$ cat src/rtl/cpu_dbg_pkg.sv
// Shared types and constants for the CPU run/debug controller.
// Holds the run-state enum, the mode switch encodings and the default sizing.
package cpu_dbg_pkg;

    typedef enum logic [1:0] {
        ST_HALT      = 2'd0,
        ST_STEP_WAIT = 2'd1,
        ST_RUN       = 2'd2,
        ST_BRK       = 2'd3
    } run_state_t;

    localparam logic [1:0] MODE_HALT = 2'b00;
    localparam logic [1:0] MODE_STEP = 2'b01;
    localparam logic [1:0] MODE_RUN  = 2'b10;
    localparam logic [1:0] MODE_BRK  = 2'b11;

    localparam int DEF_ADDR_W          = 32;
    localparam int DEF_NUM_BP          = 2;
    localparam int DEF_MIN_SHIFT       = 20;
    localparam int DEF_DEBOUNCE_CYCLES = 1_000_000;

    // Both running modes share ST_RUN; mode 11 only adds the breakpoint check.
    function automatic run_state_t mode_state(input logic [1:0] m);
        case (m)
            MODE_HALT: return ST_HALT;
            MODE_STEP: return ST_STEP_WAIT;
            default:   return ST_RUN;
        endcase
    endfunction

endpackage

$ cat src/rtl/btn_debounce.sv
// Synchronizes and debounces a raw push button and emits a one-cycle pulse
// on each accepted press.
module btn_debounce
    import cpu_dbg_pkg::*;
#(
    parameter int DEBOUNCE_CYCLES = DEF_DEBOUNCE_CYCLES
) (
    input  logic clk,
    input  logic reset,
    input  logic btn,
    output logic rise
);

    localparam int CNT_W = $clog2(DEBOUNCE_CYCLES + 1);

    logic             sync_a;
    logic             sync_b;
    logic [1:0]       primed;
    logic             stable;
    logic             stable_q;
    logic             armed;
    logic [CNT_W-1:0] cnt;

    // A press is only honoured once the button has been seen released after
    // reset, so a button held through reset cannot fire on its own.
    always_ff @(posedge clk) begin
        if (reset) begin
            sync_a   <= 1'b0;
            sync_b   <= 1'b0;
            primed   <= 2'b00;
            stable   <= 1'b0;
            stable_q <= 1'b0;
            armed    <= 1'b0;
            cnt      <= '0;
            rise     <= 1'b0;
        end else begin
            sync_a   <= btn;
            sync_b   <= sync_a;
            primed   <= {primed[0], 1'b1};
            stable_q <= stable;

            if (sync_b == stable) begin
                cnt <= '0;
            end else if (cnt == CNT_W'(DEBOUNCE_CYCLES - 1)) begin
                stable <= sync_b;
                cnt    <= '0;
            end else begin
                cnt <= cnt + CNT_W'(1);
            end

            if (primed[1] && !sync_b && !stable) begin
                armed <= 1'b1;
            end

            rise <= stable & ~stable_q & armed;
        end
    end

endmodule

$ cat src/rtl/cpu_run_ctrl.sv
// Clock-enable and debug-run controller: halt, single-step, rate-divided run
// and run-to-breakpoint, all producing a one-cycle cpu_en advance pulse.
module cpu_run_ctrl
    import cpu_dbg_pkg::*;
#(
    parameter int ADDR_W          = DEF_ADDR_W,
    parameter int NUM_BP          = DEF_NUM_BP,
    parameter int MIN_SHIFT       = DEF_MIN_SHIFT,
    parameter int DEBOUNCE_CYCLES = DEF_DEBOUNCE_CYCLES
) (
    input  logic                     clk,
    input  logic                     reset,
    input  logic [1:0]               mode,
    input  logic [3:0]               rate_sel,
    input  logic                     step_btn,
    input  logic [ADDR_W-1:0]        pc,
    input  logic [NUM_BP*ADDR_W-1:0] bp_addr,
    input  logic [NUM_BP-1:0]        bp_en,
    output logic                     cpu_en,
    output logic                     halted,
    output logic [NUM_BP-1:0]        bp_hit,
    output logic [31:0]              retire_cnt
);

    localparam int CNT_W = MIN_SHIFT + 16;

    run_state_t        state;
    run_state_t        next_state;
    logic [1:0]        mode_q;
    logic [3:0]        rate_q;
    logic [CNT_W-1:0]  tick_cnt;
    logic [CNT_W-1:0]  period_m1;
    logic              rate_changed;
    logic              mode_changed;
    logic              tick;
    logic              step_req;
    logic              pulse;
    logic              hit_load;
    logic [NUM_BP-1:0] bp_match;

    btn_debounce #(
        .DEBOUNCE_CYCLES(DEBOUNCE_CYCLES)
    ) u_step_btn (
        .clk  (clk),
        .reset(reset),
        .btn  (step_btn),
        .rise (step_req)
    );

    for (genvar i = 0; i < NUM_BP; i++) begin : g_bp
        assign bp_match[i] = bp_en[i] && (pc == bp_addr[i*ADDR_W +: ADDR_W]);
    end

    assign period_m1    = (CNT_W'(1) << (MIN_SHIFT + int'(rate_sel))) - CNT_W'(1);
    assign rate_changed = (rate_sel != rate_q);
    assign mode_changed = (mode != mode_q);
    assign tick         = (tick_cnt == period_m1) && !rate_changed;
    assign halted       = (state != ST_RUN);

    // A mode change wins over any tick or step request in the same cycle:
    // the state follows the new mode and nothing is issued.
    always_comb begin
        next_state = state;
        pulse      = 1'b0;
        hit_load   = 1'b0;
        if (state == ST_BRK) begin
            if (mode != MODE_BRK) begin
                next_state = mode_state(mode);
            end else if (step_req) begin
                pulse      = 1'b1;
                next_state = ST_RUN;
            end
        end else begin
            next_state = mode_state(mode);
            if (!mode_changed) begin
                case (state)
                    ST_STEP_WAIT: pulse = step_req;
                    ST_RUN: begin
                        if (tick) begin
                            if (mode == MODE_BRK && |bp_match) begin
                                next_state = ST_BRK;
                                hit_load   = 1'b1;
                            end else begin
                                pulse = 1'b1;
                            end
                        end
                    end
                    default: ;
                endcase
            end
        end
    end

    // Gating on cpu_en keeps the advance pulse from ever lasting two cycles.
    always_ff @(posedge clk) begin
        if (reset) begin
            state      <= ST_HALT;
            mode_q     <= MODE_HALT;
            rate_q     <= '0;
            tick_cnt   <= '0;
            cpu_en     <= 1'b0;
            bp_hit     <= '0;
            retire_cnt <= '0;
        end else begin
            state      <= next_state;
            mode_q     <= mode;
            rate_q     <= rate_sel;
            tick_cnt   <= (rate_changed || tick) ? '0 : tick_cnt + CNT_W'(1);
            cpu_en     <= pulse & ~cpu_en;
            retire_cnt <= retire_cnt + 32'(cpu_en);
            if (hit_load) begin
                bp_hit <= bp_match;
            end
        end
    end

endmodule

$ cat config.mk
export PLATFORM = sky130hd
export DESIGN_NAME = cpu_run_ctrl
export DESIGN_NICKNAME = d
export VERILOG_FILES = /design/src/rtl/cpu_dbg_pkg.sv /design/src/rtl/btn_debounce.sv /design/src/rtl/cpu_run_ctrl.sv
export SDC_FILE = /design/constraint.sdc
export NUM_CORES = 1
export LEC_CHECK = 0
export BUFFER_PORTS_ARGS = -buffer_cell sky130_fd_sc_hd__buf_2
export CAP_MARGIN = 25
export CELL_PAD_IN_SITES_DETAIL_PLACEMENT = 0
export CELL_PAD_IN_SITES_GLOBAL_PLACEMENT = 1
export CORE_ASPECT_RATIO = 0.75
export CORE_UTILIZATION = 40
export CTS_CLUSTER_SIZE = 30
export DETAILED_ROUTE_END_ITERATION = 10
export GPL_TIMING_DRIVEN = 0
export PLACE_DENSITY_LB_ADDON = 0.1
export SYNTH_ARGS = -nofsm -noshare
export SYNTH_HDL_FRONTEND = slang
export SYNTH_HIERARCHICAL = 1
export SYNTH_SLANG_ARGS = --single-unit
$ cat constraint.sdc
create_clock -name clk -period 3.6 [get_ports clk]
set_input_delay 0.36 -clock clk [delete_from_list [all_inputs] [get_ports clk]]
set_output_delay 0.36 -clock clk [all_outputs]
set_load 0.01 [all_outputs]
==> reports/metrics.csv, run 1 <==
stage,metric,value,unit
clock_network,cts_resized,0,
drt,first_pass_iters,4,
clock_network,cts_buffers,9,
yosys,synthFlopType,dfxtp_1,
yosys,synth-seq-cells,107,
global_route,grt_max_degree,18,
drt,drt-initial-drc-count,255,
die,die-area,15200,µm²
die,dieWidth,142.0,µm
drt,via_per_inst,4.953,
clock_network,cts_hold_buffers,0,
timing,max_slew_margin,0.3503,
setup_path,cp.arrival,3430,ps
power_and_ir_drop,power,2.473,mW
outcome,status,finished clean,
setup_path,cpMaxStageDelayCell,a2111oi_4,
clock_network,cts_tree,yes,
global_route,grtUsageTotal,0.2005,
yosys,synth_largest_area_cell,dfxtp_1,
drt,antenna_left,0,
global_route,overflow,0,
clock_network,cts_setup_buffers,0,
finish,final_cell_area,7153,µm²
finish,area_growth,21.64,%
timing,hold_viol,0,
yosys,netlist-cell-type-count,54,
setup_path,criticalPathCategory,input pin to flip-flop,
timing,fmax,313.8,MHz
yosys,avgSynthCellArea,8.461,µm²
timing,finalCritPeriodShare,0.8851,
yosys,synth_top_area_frac,0.3643,
global_route,grt_antenna_before_repair,0,
min_path,hold_class,input pin to flip-flop,
drt,wirelength,14.53,mm
timing,rsz0062_at_grt,false,
clock_network,clock_sinks,107,
power_and_ir_drop,power_density,345.8,nW/µm²
drt,drc,0,
setup_path,max_stage_delay,410,ps
timing,hold_slack,223.0,ps
clock_network,clock_latency,350,ps
drt,num_vias,5191,
placement,gp_congestion,0.8256,
clock_network,path_clk_slew,70,ps
clock_network,cts.path.max_buffers,2,
setup_path,crit_family,buffers and inverters,
yosys,syn_inst,695,
yosys,yosysWarnings,6,
die,io_pins,143,
finish,fin_nets,968,
drt,wl_per_cell,13.86,µm
yosys,synth_edf_count,0,
setup_path,cp_max_fo,10,
power_and_ir_drop,ir_worst_vdd,0.0002254,V
finish,final_core_utilization,0.5099,
die,start_util,0.4192,
die,fp.coreArea,14030,µm²
clock_network,root_buffer,clkbuf_16,
setup_path,cp-end-kind,flip-flop,
yosys,seq_area_frac_synth,0.3643,
yosys,synth_fp_nets,815,
placement,placedCellCount,1032,
timing,finalSetupViolations,0,
yosys,async_flop_share,0,
setup_path,critPathBufInv,6,
finish,final_cells,1048,
timing,skew,6.626,ps
job,cap_violations,0,
yosys,synth_area,5881,µm²
placement,dpl-instance-area,6835,µm²
die,die_h,107.0,µm
die,fp-row-count,37,
setup_path,start_kind,input pin,
global_route,grt_pass1_wl,23.94,mm
global_route,grt_pass1_vias,4972,
timing,final_max_slew_viol_count,0,
finish,drive_gt1_frac,0.2075,
clock_network,htreeDepth,3,
setup_path,path_cells,buf_2 -> buf_2 -> inv_1 -> ha_1 -> clkbuf_1 -> nor4b_2 -> nor2_1 -> a211oi_1 -> o2111ai_2 -> a2111oi_4 -> a211o_1 -> buf_4 -> buf_6 -> nor2_1,
placement,dpl.hpwl,11.57,mm
finish,diodes,0,
power_and_ir_drop,cellLeakagePower,2.796,nW
timing,min_period,3186,ps
yosys,synthTopCellsByArea,"dfxtp_1 (36%), xor2_1 (13%), xnor2_1 (10%)",
setup_path,worstPathRequired,3850,ps
timing,tightest_slew,965.6,ps
placement,io_buffers,142,
-- path summary, 6_finish.rpt --
path / start / end / slack [ps] / cells after the start
worst min-delay path: step_btn / u_step_btn/sync_a / 220 / 2
worst min register to register: u_step_btn/primed[0] / u_step_btn/primed[1] / 440 / 1
worst max-delay path: rate_sel[2] / tick_cnt[32] / 410 / 14
worst max register to register: tick_cnt[0] / tick_cnt[32] / 760 / 9
-- registers in the layout, summed over array words and instances (netlist names) --
| name | cells |
|---|---|
| state | 2 |
| u_step_btn/armed | 1 |
| u_step_btn/sync_b | 1 |
| u_step_btn/cnt | 20 |
| mode_q | 2 |
| bp_hit | 2 |
| retire_cnt | 32 |
| u_step_btn/rise | 1 |
| u_step_btn/stable | 1 |
| tick_cnt | 36 |
| rate_q | 4 |
| cpu_en | 1 |
| u_step_btn/sync_a | 1 |
| u_step_btn/stable_q | 1 |
| u_step_btn/primed | 2 |
-- synthesized netlist by cell type, drive strengths merged (2+ instances only) --
master   number
nor2        112
dfxtp       107
xor2         87
xnor2        68
nand2        46
nand3        40
nor4         25
inv          22
nand4        20
and3         19
nor3         16
buf          13
ha           13
nor2b        13
a21oi        12
clkbuf       10
o21ai        10
or3           9
and2          6
and4          5
nand2b        5
a2111oi       4
a211oi        3
a31oi         3
mux2          3
a21boi        2
mux2i         2
nor4b         2
o2111ai       2
o31ai         2
-- through the flow --
stage / setup TNS, ps / worst slack [ps]
5_1_grt: 0 / 161.4
2_1_floorplan: 0 / 709.0
6_report: 0 / 413.6
3_5_place_dp: -941.8 / -42.81
3_3_place_gp: 0 / 75.79
4_1_cts: 0 / 330.0
-- worst reg2reg max path, delay by kind of cell (launching register included) --
kind	cells	cell delay, ps
adder cells (fa/ha/maj)	1	240
flip-flops	1	400
AO/OA/AOI/OAI	2	570
AND/OR/NAND/NOR	4	1190
buffers and inverters	2	350
-- final cells by class --
type / count / area, µm²
Multi-Input combinational cell: 543 / 3531
Fill cell: 1328 / 6874
Clock inverter: 4 / 55.05
Tap cell: 195 / 244.0
Inverter: 22 / 82.58
Buffer: 23 / 131.4
Timing Repair Buffer: 142 / 710.7
Clock buffer: 12 / 256.5
Sequential cell: 107 / 2142
-- metal layers --
| layer | GRT usage | up-vias | wire length (µm) |
|---|---|---|---|
| met5 | 0 | - | 0 |
| met2 | 0.3165 | 165 | 6366 |
| met1 | 0.2706 | 2362 | 7084 |
| met3 | 0.05404 | 10 | 917 |
| met4 | 0.04762 | 0 | 158 |
| li1 | - | 2654 | - |
-- cell usage in the layout (no fill, tap or decap), types with 19 or more instances in the layout --
| cell | count |
|---|---|
| nor2_1 | 112 |
| nand3_1 | 39 |
| buf_2 | 145 |
| inv_1 | 22 |
| dfxtp_1 | 107 |
| xnor2_1 | 68 |
| xor2_1 | 87 |
| nand2_1 | 46 |
| nand4_1 | 19 |
| and3_1 | 19 |
| nor4_1 | 25 |
-- power breakdown --
part           internal (mW)  leakage, nW  switching [mW]
sequential              1.19        0.865         0.00463
combinational          0.115         1.78           0.129
clock                  0.583        0.150           0.451
total                   1.89         2.80           0.584
-- cells by family after synthesis --
family / count (synthesis) / share of synthesized area
AOI/OAI and AO/OA: 46 / 0.05851
muxes: 5 / 0.009149
and+or+nand+nor: 324 / 0.2732
buffers and inverters: 45 / 0.03638
DFF: 107 / 0.3643
adders and majority gates: 13 / 0.02766
xor gates and xnor gates: 155 / 0.2309
Note: power is estimated with default switching activity, not from simulation.
==> run 2, diff against run 1 <==
--- a/config.mk
+++ b/config.mk
@@ -11,6 +11,7 @@
 export CELL_PAD_IN_SITES_GLOBAL_PLACEMENT = 1
 export CORE_ASPECT_RATIO = 0.75
 export CORE_UTILIZATION = 40
+export CTS_BUF_LIST = sky130_fd_sc_hd__clkbuf_2 sky130_fd_sc_hd__clkbuf_4 sky130_fd_sc_hd__clkbuf_8
 export CTS_CLUSTER_SIZE = 30
 export DETAILED_ROUTE_END_ITERATION = 10
 export GPL_TIMING_DRIVEN = 0
==> reports/metrics.csv, run 2 (synthesized netlist as in run 1, its figures left out) <==
stage,metric,value,unit,change
outcome,status,finished clean,,
setup_path,cp.arrival,3610,ps,+180 ps
min_path,hold_class,input pin to flip-flop,,
setup_path,criticalPathCategory,input pin to flip-flop,,
finish,area_growth,19.87,%,
finish,final_cell_mix,"buf_2 (145), nor2_1 (112), dfxtp_1 (107), xor2_1 (87), xnor2_1 (68)",,
finish,top_register,tick_cnt,,
power_and_ir_drop,internal_power,1.679,mW,-11%
timing,max_slew_margin,0.3209,,-0.02940
finish,nFillCells,1332,,+0.30%
finish,register_area,2142,µm²,unchanged
die,dieWidth,142.0,µm,unchanged
timing,tightest_slew,1009,ps,+43.69 ps
global_route,grt.busiest_layer,met2,,
finish,multiInputGateArea,3525,µm²,-0.18%
job,cap_violations,0,,unchanged
placement,dpl.hpwl,11.57,mm,unchanged
global_route,grt_pass1_vias,4949,,-0.46%
timing,fmax,300.4,MHz,-4.3%
drt,wl_per_cell,13.85,µm,about the same
setup_path,start_kind,input pin,,
clock_network,cts_tree,yes,,
timing,hold_slack,186.8,ps,-36.25 ps
placement,place_ws,-42.81,ps,unchanged
setup_path,startpoint,rate_sel[2],,
clock_network,cts_setup_buffers,0,,unchanged
clock_network,cts_hold_buffers,0,,unchanged
drt,drc,0,,unchanged
timing,finalSetupViolations,0,,unchanged
drt,first_pass_iters,5,,+1
power_and_ir_drop,p_seq_frac,0.534,,+0.051
die,fp.coreArea,14030,µm²,unchanged
global_route,grt_util_met1,0.2693,,-0.001310
placement,gp_congestion,0.8256,,unchanged
clock_network,cts_buffers,9,,unchanged
global_route,grt_max_degree,18,,unchanged
finish,largest_reg_flops,36,,unchanged
timing,skew,9.989,ps,+3.363 ps
timing,final_max_slew_viol_count,0,,unchanged
clock_network,cts.path.max_buffers,2,,unchanged
timing,worst_slack,271.2,ps,-142.4 ps
setup_path,r2r_start,tick_cnt[0],,
power_and_ir_drop,ir_worst_vdd,0.0001652,V,-27%
die,fp-row-count,37,,unchanged
clock_network,htreeDepth,3,,unchanged
clock_network,path_clk_slew,100,ps,+30 ps
setup_path,worstPathRequired,3880,ps,+30 ps
global_route,grtUsageTotal,0.1998,,-0.0007579
drt,drt-initial-drc-count,281,,+10%
global_route,grt_antenna_before_repair,0,,unchanged
setup_path,cp_max_fo,10,,unchanged
timing,hold_viol,0,,unchanged
placement,placedCellCount,1032,,unchanged
placement,io_buffers,142,,unchanged
global_route,grtUsageMet2,0.3144,,-0.002101
die,die_h,107.0,µm,unchanged
finish,diodes,0,,unchanged
clock_network,cts_resized,0,,unchanged
drt,via_per_inst,4.957,,about the same
global_route,grt_pass1_wl,23.84,mm,-0.41%
drt,num_vias,5195,,+0.077%
timing,min_period,3329,ps,+142.4 ps
power_and_ir_drop,p_switching,0.5582,mW,-4.4%
setup_path,cp-end-kind,flip-flop,,
finish,reg_top3,"tick_cnt x36, retire_cnt x32, u_step_btn/cnt x20",,
clock_network,clock_sinks,107,,unchanged
timing,finalCritPeriodShare,0.9247,,+0.03956
global_route,overflow,0,,unchanged
power_and_ir_drop,comb_power_share,0.109,,+0.010
drt,wirelength,14.52,mm,about the same
finish,final_cells,1048,,unchanged
power_and_ir_drop,swShare,0.2495,,+0.01336
clock_network,root_buffer,clkbuf_8,,
finish,drive_gt1_frac,0.2075,,unchanged
die,io_pins,143,,unchanged
power_and_ir_drop,power_density,317.4,nW/µm²,-8.2%
min_path,hp-start,step_btn,,
die,die-area,15200,µm²,unchanged
global_route,use_met3,0.05628,,+0.002233
drt,antenna_left,0,,unchanged
finish,fin_nets,968,,unchanged
timing,rsz0062_at_grt,false,,
clock_network,clock_latency,380,ps,+30 ps
die,start_util,0.4192,,unchanged
power_and_ir_drop,cellLeakagePower,2.751,nW,-1.6%
power_and_ir_drop,power_frac_clock,0.357,,-0.061
finish,layout_commonest_cell,buf_2,,
==> run 2: worst paths after layout <==
kind                                              to  slack (ps)  depth (start not counted)
worst max-delay path                    tick_cnt[34]         270                         14
worst min-delay path               u_step_btn/sync_a         190                          2
worst min register to register  u_step_btn/primed[1]         440                          1
worst max register to register          tick_cnt[34]         740                          9
==> run 2: power by group through the flow <==
| stage | clock [mW] | sequential (mW) | combinational (mW) |
|---|---|---|---|
| after global placement | 0 | 1.22 | 0.240 |
| after floorplan | 0 | 1.22 | 0.130 |
| after detailed placement | 0 | 1.22 | 0.244 |
| final | 0.798 | 1.20 | 0.243 |
| after CTS | 0.834 | 1.20 | 0.245 |
| after global routing | 0.879 | 1.20 | 0.269 |
==> run 2: through the flow <==
stage	power, mW	setup TNS, ps	utilization	instance area [µm²]
floorplan	1.352	0	-	5881
global route	2.345	0	0.5025	7049
finish	2.237	0	0.5025	7049
CTS	2.276	0	0.5025	7049
detailed placement	1.468	-941.8	0.4873	6835
global placement	1.463	0	0.4873	6835
==> run 2: area by class of cell <==
cell class / instances / area share
multi-input cells: 543 / 0.5000
flip-flops and latches: 107 / 0.3039
repair buffers: 142 / 0.1008
well taps: 195 / 0.03461
clock buffers: 12 / 0.02254
plain buffers: 23 / 0.01864
inverters: 22 / 0.01171
clock inverters: 4 / 0.007810
==> run 2: worst max-delay path: stages <==
cell and delay (ps):
buf_2 150, buf_2 240, inv_1 130, ha_1 330
clkbuf_1 240, nor4b_1 560, nand2_1 140, xnor2_1 170
a2111oi_0 420, and4_1 320, a211o_1 140, buf_4 180
buf_6 160, nor2_1 50
==> run 2: routing by layer <==
metal / up-vias / share of wire
met1: 2362 / 0.49
met3: 11 / 0.063
li1: 2651 / -
met4: 0 / 0.011
met5: - / 0
met2: 171 / 0.44
